===== src/rtl/tutankham_rom_pkg.sv =====
// Shared ROM map for the ioctl loader and readback paths: 15 x 4KB regions at 0x0000-0xEFFF.
package tutankham_rom_pkg;

   localparam int          N_REGIONS  = 15;
   localparam int          REGION_AW  = 12;
   localparam int          IOCTL_AW   = 25;
   localparam int          BYTE_CNT_W = 17;
   localparam int          CHKSUM_W   = 16;
   localparam logic [24:0] REGION_TOP = 25'hF000;

   typedef enum logic [3:0] {
      RGN_M1, RGN_M2, RGN_M3, RGN_M4, RGN_M5, RGN_M6,
      RGN_BANK0, RGN_BANK1, RGN_BANK2, RGN_BANK3, RGN_BANK4,
      RGN_BANK5, RGN_BANK6, RGN_BANK7, RGN_BANK8
   } rgn_t;

   typedef enum logic [1:0] {IDLE, ISSUE, WAIT, CAPTURE} rb_state_t;

   // idx is raw addr[15:12]; it only names a real region when valid is set
   typedef struct packed {
      logic [3:0]           idx;
      logic [REGION_AW-1:0] ofs;
      logic                 valid;
   } rgn_dec_t;

endpackage


===== src/rtl/rom_region_decode.sv =====
// Splits an ioctl byte address into region index, 4KB offset and in-map flag.
// Purely combinational; the caller registers the result.
module rom_region_decode
   import tutankham_rom_pkg::*;
(
   input  logic [IOCTL_AW-1:0] addr_i,
   output rgn_dec_t            dec_o
);

   always_comb begin
      dec_o       = '0;
      dec_o.idx   = addr_i[15:12];
      dec_o.ofs   = addr_i[REGION_AW-1:0];
      dec_o.valid = (addr_i < REGION_TOP);
   end

endmodule


===== src/rtl/rom_readback.sv =====
// ioctl upload responder: reads one ROM byte per request, fixed 2+RD_LAT cycle latency.
// ioctl_wait stalls the HPS while a read is in flight; requests arriving then are dropped.
module rom_readback #(
   parameter int          RD_LAT    = 2,
   parameter int          N_REGIONS = tutankham_rom_pkg::N_REGIONS,
   parameter logic [7:0]  FILL      = 8'hFF
) (
   input  logic                   CLK_DL,
   input  logic                   RESET_N,
   input  logic                   ioctl_upload,
   input  logic                   ioctl_rd,
   input  logic [24:0]            ioctl_addr,
   output logic [7:0]             ioctl_din,
   output logic                   ioctl_wait,
   output logic [11:0]            RD_ADDR,
   output logic [3:0]             RD_SEL,
   output logic                   RD_EN,
   input  logic [8*N_REGIONS-1:0] RD_DATA,
   output logic [16:0]            BYTE_CNT,
   output logic [15:0]            CHECKSUM,
   output logic                   DONE
);

   import tutankham_rom_pkg::*;

   localparam int LAT_W = $clog2(RD_LAT + 1);

   rb_state_t              state_q, state_d;
   logic [LAT_W-1:0]       lat_cnt_q, lat_cnt_d;
   logic [REGION_AW-1:0]   rd_addr_q, rd_addr_d;
   logic [3:0]             rd_sel_q, rd_sel_d;
   logic                   rd_en_q, rd_en_d;
   logic                   valid_q, valid_d;
   logic [7:0]             din_q, din_d;
   logic                   wait_q, wait_d;
   logic [BYTE_CNT_W-1:0]  byte_cnt_q, byte_cnt_d;
   logic [CHKSUM_W-1:0]    chksum_q, chksum_d;
   logic                   done_q, done_d;
   logic                   upload_q;

   rgn_dec_t dec;
   logic     upload_rise, upload_fall;
   logic [7:0] rd_byte;

   rom_region_decode u_decode (
      .addr_i (ioctl_addr),
      .dec_o  (dec)
   );

   assign upload_rise = ioctl_upload & ~upload_q;
   assign upload_fall = ~ioctl_upload & upload_q;

   always_comb begin
      rd_byte = '0;
      for (int i = 0; i < N_REGIONS; i++) begin
         if (rd_sel_q == 4'(i)) rd_byte = RD_DATA[8*i +: 8];
      end
   end

   always_comb begin
      state_d    = state_q;
      lat_cnt_d  = lat_cnt_q;
      rd_addr_d  = rd_addr_q;
      rd_sel_d   = rd_sel_q;
      rd_en_d    = rd_en_q;
      valid_d    = valid_q;
      din_d      = din_q;
      wait_d     = wait_q;
      byte_cnt_d = byte_cnt_q;
      chksum_d   = chksum_q;
      done_d     = 1'b0;

      if (upload_rise) begin
         byte_cnt_d = '0;
         chksum_d   = '0;
      end
      if (upload_fall) done_d = (byte_cnt_q != '0);

      // Losing the session mid-read drops the request without touching the result
      if (state_q != IDLE && !ioctl_upload) begin
         state_d = IDLE;
         wait_d  = 1'b0;
         rd_en_d = 1'b0;
      end else begin
         unique case (state_q)
            IDLE: begin
               if (ioctl_rd && ioctl_upload) begin
                  rd_addr_d = dec.ofs;
                  rd_sel_d  = dec.idx;
                  rd_en_d   = dec.valid;
                  valid_d   = dec.valid;
                  wait_d    = 1'b1;
                  state_d   = ISSUE;
               end
            end
            ISSUE: begin
               lat_cnt_d = LAT_W'(1);
               state_d   = (RD_LAT == 1) ? CAPTURE : WAIT;
            end
            WAIT: begin
               if (lat_cnt_q == LAT_W'(RD_LAT - 1)) state_d = CAPTURE;
               else lat_cnt_d = lat_cnt_q + LAT_W'(1);
            end
            CAPTURE: begin
               din_d      = valid_q ? rd_byte : FILL;
               wait_d     = 1'b0;
               rd_en_d    = 1'b0;
               byte_cnt_d = (byte_cnt_q == '1) ? byte_cnt_q : byte_cnt_q + 1'b1;
               chksum_d   = chksum_q + {8'h00, din_d};
               state_d    = IDLE;
            end
            default: state_d = IDLE;
         endcase
      end
   end

   always_ff @(posedge CLK_DL or negedge RESET_N) begin
      if (!RESET_N) begin
         state_q    <= IDLE;
         lat_cnt_q  <= '0;
         rd_addr_q  <= '0;
         rd_sel_q   <= '0;
         rd_en_q    <= 1'b0;
         valid_q    <= 1'b0;
         din_q      <= '0;
         wait_q     <= 1'b0;
         byte_cnt_q <= '0;
         chksum_q   <= '0;
         done_q     <= 1'b0;
         upload_q   <= 1'b0;
      end else begin
         state_q    <= state_d;
         lat_cnt_q  <= lat_cnt_d;
         rd_addr_q  <= rd_addr_d;
         rd_sel_q   <= rd_sel_d;
         rd_en_q    <= rd_en_d;
         valid_q    <= valid_d;
         din_q      <= din_d;
         wait_q     <= wait_d;
         byte_cnt_q <= byte_cnt_d;
         chksum_q   <= chksum_d;
         done_q     <= done_d;
         upload_q   <= ioctl_upload;
      end
   end

   assign ioctl_din  = din_q;
   assign ioctl_wait = wait_q;
   assign RD_ADDR    = rd_addr_q;
   assign RD_SEL     = rd_sel_q;
   assign RD_EN      = rd_en_q;
   assign BYTE_CNT   = byte_cnt_q;
   assign CHECKSUM   = chksum_q;
   assign DONE       = done_q;

endmodule

===== config.mk =====
export PLATFORM = sky130hd
export DESIGN_NAME = rom_readback
export DESIGN_NICKNAME = d
export VERILOG_FILES = /design/src/rtl/tutankham_rom_pkg.sv /design/src/rtl/rom_region_decode.sv /design/src/rtl/rom_readback.sv
export SDC_FILE = /design/constraint.sdc
export NUM_CORES = 1
export LEC_CHECK = 0
export ABC_AREA = 1
export CORE_UTILIZATION = 42
export DETAILED_ROUTE_END_ITERATION = 12
export PLACE_DENSITY = 0.78
export RECOVER_POWER = 100
export SLEW_MARGIN = 10
export SYNTH_ARGS = -nofsm -noshare
export SYNTH_HDL_FRONTEND = slang
export SYNTH_SLANG_ARGS = --single-unit

===== constraint.sdc =====
create_clock -name CLK_DL -period 3.78 [get_ports CLK_DL]
set_input_delay 0.945 -clock CLK_DL [delete_from_list [all_inputs] [get_ports CLK_DL]]
set_output_delay 0.945 -clock CLK_DL [all_outputs]
set_load 0.02 [all_outputs]

==> flow_metrics.env, run 1 <==
export IMPL_path_clk_slew_ns=0.07
export IMPL_grt_pass1_vias=4978
export IMPL_critical_path_required_ns=4.07
export IMPL_crit_family="simple AND/OR/NAND/NOR gates"
export IMPL_dieArea_um2=11000
export IMPL_synth_area_per_cell_um2=6.66
export IMPL_synth_xor_area_share_pct=0.197
export IMPL_yosys_warnings=0
export IMPL_synth_compound_area_share_pct=9.40
export IMPL_cp_end_kind="register"
export IMPL_dp_cells=1014
export IMPL_drt_vias_per_instance=5.13
export IMPL_grt_antenna_before_repair=0
export IMPL_synth_cell_types=32
export IMPL_yosys_top_cells_area="dfrtp_1, nand2_1, inv_1"
export IMPL_cp_common_cell="nand2_2"
export IMPL_grt_pass1_wl_um=23800
export IMPL_syn_cell_area_um2=4450
export IMPL_fp_dieH_um=105
export IMPL_max_freq_mhz=279
export IMPL_clock_sinks=66
export IMPL_finalClockSkew_ns=0.00729
export IMPL_post_dp_cell_area_um2=6750
export IMPL_timing_final_hold_violations=0
export IMPL_p_per_area_nw_per_um2=614
export IMPL_synth_top_cell_by_area="dfrtp_1"
export IMPL_cp_slowest_cell="fa_2"
export IMPL_worstSetupStartpointType="primary input"
export IMPL_ant_nets=0
export IMPL_finalPower_w=0.00431
export IMPL_ys_seq_area_share_pct=37.1
export IMPL_drt_wl_total_um=15300
export IMPL_cap_violations=1
export IMPL_synthAdderAreaFrac_pct=4.67
export IMPL_setup_worst_path_class="primary input to register"
export IMPL_synthToLayoutAreaGrowth_pct=58.0
export IMPL_fin_crit_sh_pct=94.7
export IMPL_fp_row_count=37
export IMPL_dr_pass1_iters=8
export IMPL_drt_initial_drc_count=384
export IMPL_drc=0
export IMPL_cp_data_arrival_time_ns=3.87
export IMPL_hp_class="register to register"
export IMPL_wl_per_cell_um=14.8
export IMPL_worst_pin_slew_ns=1.54
export IMPL_tns_ns=0
export IMPL_r2r_end="CHECKSUM[10]"
export IMPL_hold_start="RD_ADDR[6]"
export IMPL_grt_setup_unrepaired="false"
export IMPL_synth_area_mux_share_pct=0
export IMPL_initial_core_util_pct=43.3
export IMPL_nFillCells=904
export IMPL_dp_hpwl_um=12000
export IMPL_drv_slew=28
export IMPL_layout_drive_gt1_share_pct=6.03
export IMPL_fin_cells=1032
export IMPL_design_core_area_um2=10300
export IMPL_cts_tree="yes"
export IMPL_diodes=0
export IMPL_violations="capacitance limit, slew limit"
export IMPL_vias=5295
export IMPL_min_to="RD_ADDR[6]"
export IMPL_grt_overflow=0
export IMPL_crit_buf_inv=2
export IMPL_grt_usage_pct=27.3
export IMPL_port_buffers=208
export IMPL_ys_ff_latch=66
export IMPL_timing_hold_ws_ns=0.470
export IMPL_die_x_um=105
export IMPL_p_leak_nw=3.40
export IMPL_io_pins=209
export IMPL_holdBufCountCts=0
export IMPL_ir_worst_vdd_v=0.000442
export IMPL_synth_top_family_by_area="simple AND/OR/NAND/NOR gates"
export IMPL_synth_top_area_share_pct=37.1
export IMPL_reg2reg_slack_ns=0.28
export IMPL_synthCells=668
export IMPL_fin_area_um2=7030
export IMPL_clock_latency_ns=0.35
export IMPL_slowest_delay_ns=0.43
export IMPL_numCtsBuffers=9
export IMPL_gp_congestion=0.953
export IMPL_clockRootBuffer="clkbuf_8"
export IMPL_htreeDepth=3
export IMPL_min_path_cells=2
export IMPL_crit_chain="clkdlybuf4s50_1 > nand3_1 > nand3_1 > nor2_1 > nand4_1 > nand2_1 > nand4_1 > nor2_1 > nand4_1 > fa_2 > nand3_2 > nand2_2 > nand2_2 > nand2_2 > a21oi_2 > nor2_1 > o21ai_1 > nand2_2 > nand2_1 > nand2_2 > nand2_1 > nand2_1 > inv_1"
export IMPL_cts_buffer_depth=2
export IMPL_rr_worst_depth=24
export IMPL_cp_max_fo=5
export IMPL_finalSetupViolCount=0
export IMPL_slew_headroom_pct=-2.62
export IMPL_syn_nets=833
export IMPL_status="finished, violations left"
export IMPL_grt_max_degree=28
export IMPL_fin_nets=1057
export IMPL_fin_crit_ns=3.58
export IMPL_yosys_area_share_simple_pct=39.5
export IMPL_timing_rr_start="RD_SEL[3]"
[placed cells by master, fill, tap and decap left out, drive strengths merged, types with 2 or more instances in the layout]
cell and n:
ha 15, nor2 77, or2 9, nand2 201, nor4 4, clkbuf 18
dlymetal6s2s 4, buf 14, o21a 2, inv 90, nor3 14, o21ai 39
a21oi 25, clkdlybuf4s50 142, nand4 33, nand3 63, o31ai 2, dlygate4sd3 61
and3 2, clkinv 3, a211oi 5, dfrtp 66
[cell families after synthesis]
group	Yosys count
buffers and inverters	105
AO/OA/AOI/OAI	77
adder cells (fa/ha/maj)	16
flip-flops	66
AND/OR/NAND/NOR	403
XOR/XNOR	1
[layout make-up]
| cell class | count | area (um^2) | area share (%) |
|---|---|---|---|
| Inverter | 92 | 345 | 4.92 |
| Timing Repair Buffer | 226 | 2210 | 31.4 |
| Tap cell | 136 | 170 | 2.42 |
| Sequential cell | 66 | 1650 | 23.5 |
| Clock buffer | 13 | 169 | 2.40 |
| Clock inverter | 2 | 35.0 | 0.499 |
| Multi-Input combinational cell | 497 | 2450 | 34.9 |
[stage by stage]
step,util (%),setup slack [ns]
floorplan,-,0.611
global placement,65.7,-0.149
detailed placement,65.7,-0.317
CTS,67.7,0.0555
global route,68.4,0.0112
finish,68.4,0.201
[layer usage]
layer | up-vias | GRT usage [%] | routed length (um) | part of all wire, %
li1 | 2618 | - | - | -
met5 | - | 0 | 0 | 0
met3 | 21 | 5.99 | 1130 | 7.4
met1 | 2457 | 31.4 | 6130 | 40
met2 | 199 | 49.8 | 7740 | 51
met4 | 0 | 8.75 | 261 | 1.7
[flip-flops by register name, summed over array words and instances, names as in the netlist]
signal      flops
RD_ADDR        12
valid_q         1
ioctl_din       8
CHECKSUM       16
ioctl_wait      1
RD_EN           1
upload_q        1
RD_SEL          4
lat_cnt_q       2
DONE            1
BYTE_CNT       17
state_q         2
[synthesized netlist by cell type (all sizes together)]
library cell,n
nand2,201
inv,90
nor2,77
dfrtp,66
nand3,63
o21ai,39
nand4,33
a21oi,25
ha,15
nor3,14
clkbuf,9
or2,9
a211oi,5
buf,4
nor4,4
and3,2
clkinv,2
o21a,2
o31ai,2
a31oi,1
fa,1
o211ai,1
o21bai,1
o32ai,1
xnor2,1
[repair_timing]
item                                    4_1_cts  5_1_grt
buffers inserted                              0        3
pin swaps                                     0       18
gates resized for setup                       1       20
endpoints found under the setup margin        4        7
[power by group]
part	internal (W)	leakage [nW]	switching, W
logic	0.00107	2.44	0.00150
clock network	0.000354	0.106	0.000258
registers	0.000939	0.853	0.000190
[tightest hold or removal path, stage by stage, from the launching register on]
cell     delay, ns
dfrtp_1       0.34
nand2_1       0.05
nand2_1       0.05
[worst max path at each step]
stage	from	endpoint	slack, ns	cells past startpoint
3_5_place_dp	RD_DATA[8]	CHECKSUM[10]	-0.32	24
6_report	RD_DATA[17]	CHECKSUM[10]	0.20	23
2_1_floorplan	RD_DATA[24]	CHECKSUM[12]	0.61	22
3_3_place_gp	RD_DATA[8]	CHECKSUM[10]	-0.15	24
4_1_cts	RD_DATA[0]	CHECKSUM[10]	0.06	24
5_1_grt	RD_DATA[2]	CHECKSUM[15]	0.01	21
Note: power is estimated with default switching activity, not from simulation.
==> run 2, diff against run 1 <==
==> constraint.sdc (replaced) <==
create_clock -name CLK_DL -period 3.78 [get_ports CLK_DL]
set_input_delay 0.945 -clock CLK_DL [delete_from_list [all_inputs] [get_ports CLK_DL]]
set_output_delay 0.945 -clock CLK_DL [all_outputs]
set_load 0.01 [all_outputs]
==> results of run 2 <==
The final DEF is identical to that of run 1. Status: finished, violations left: capacitance limit, slew limit.
Among the figures that moved: total power 0.00431 W -> 0.00415 W; worst IR drop on VDD 0.000442 V -> 0.000401 V
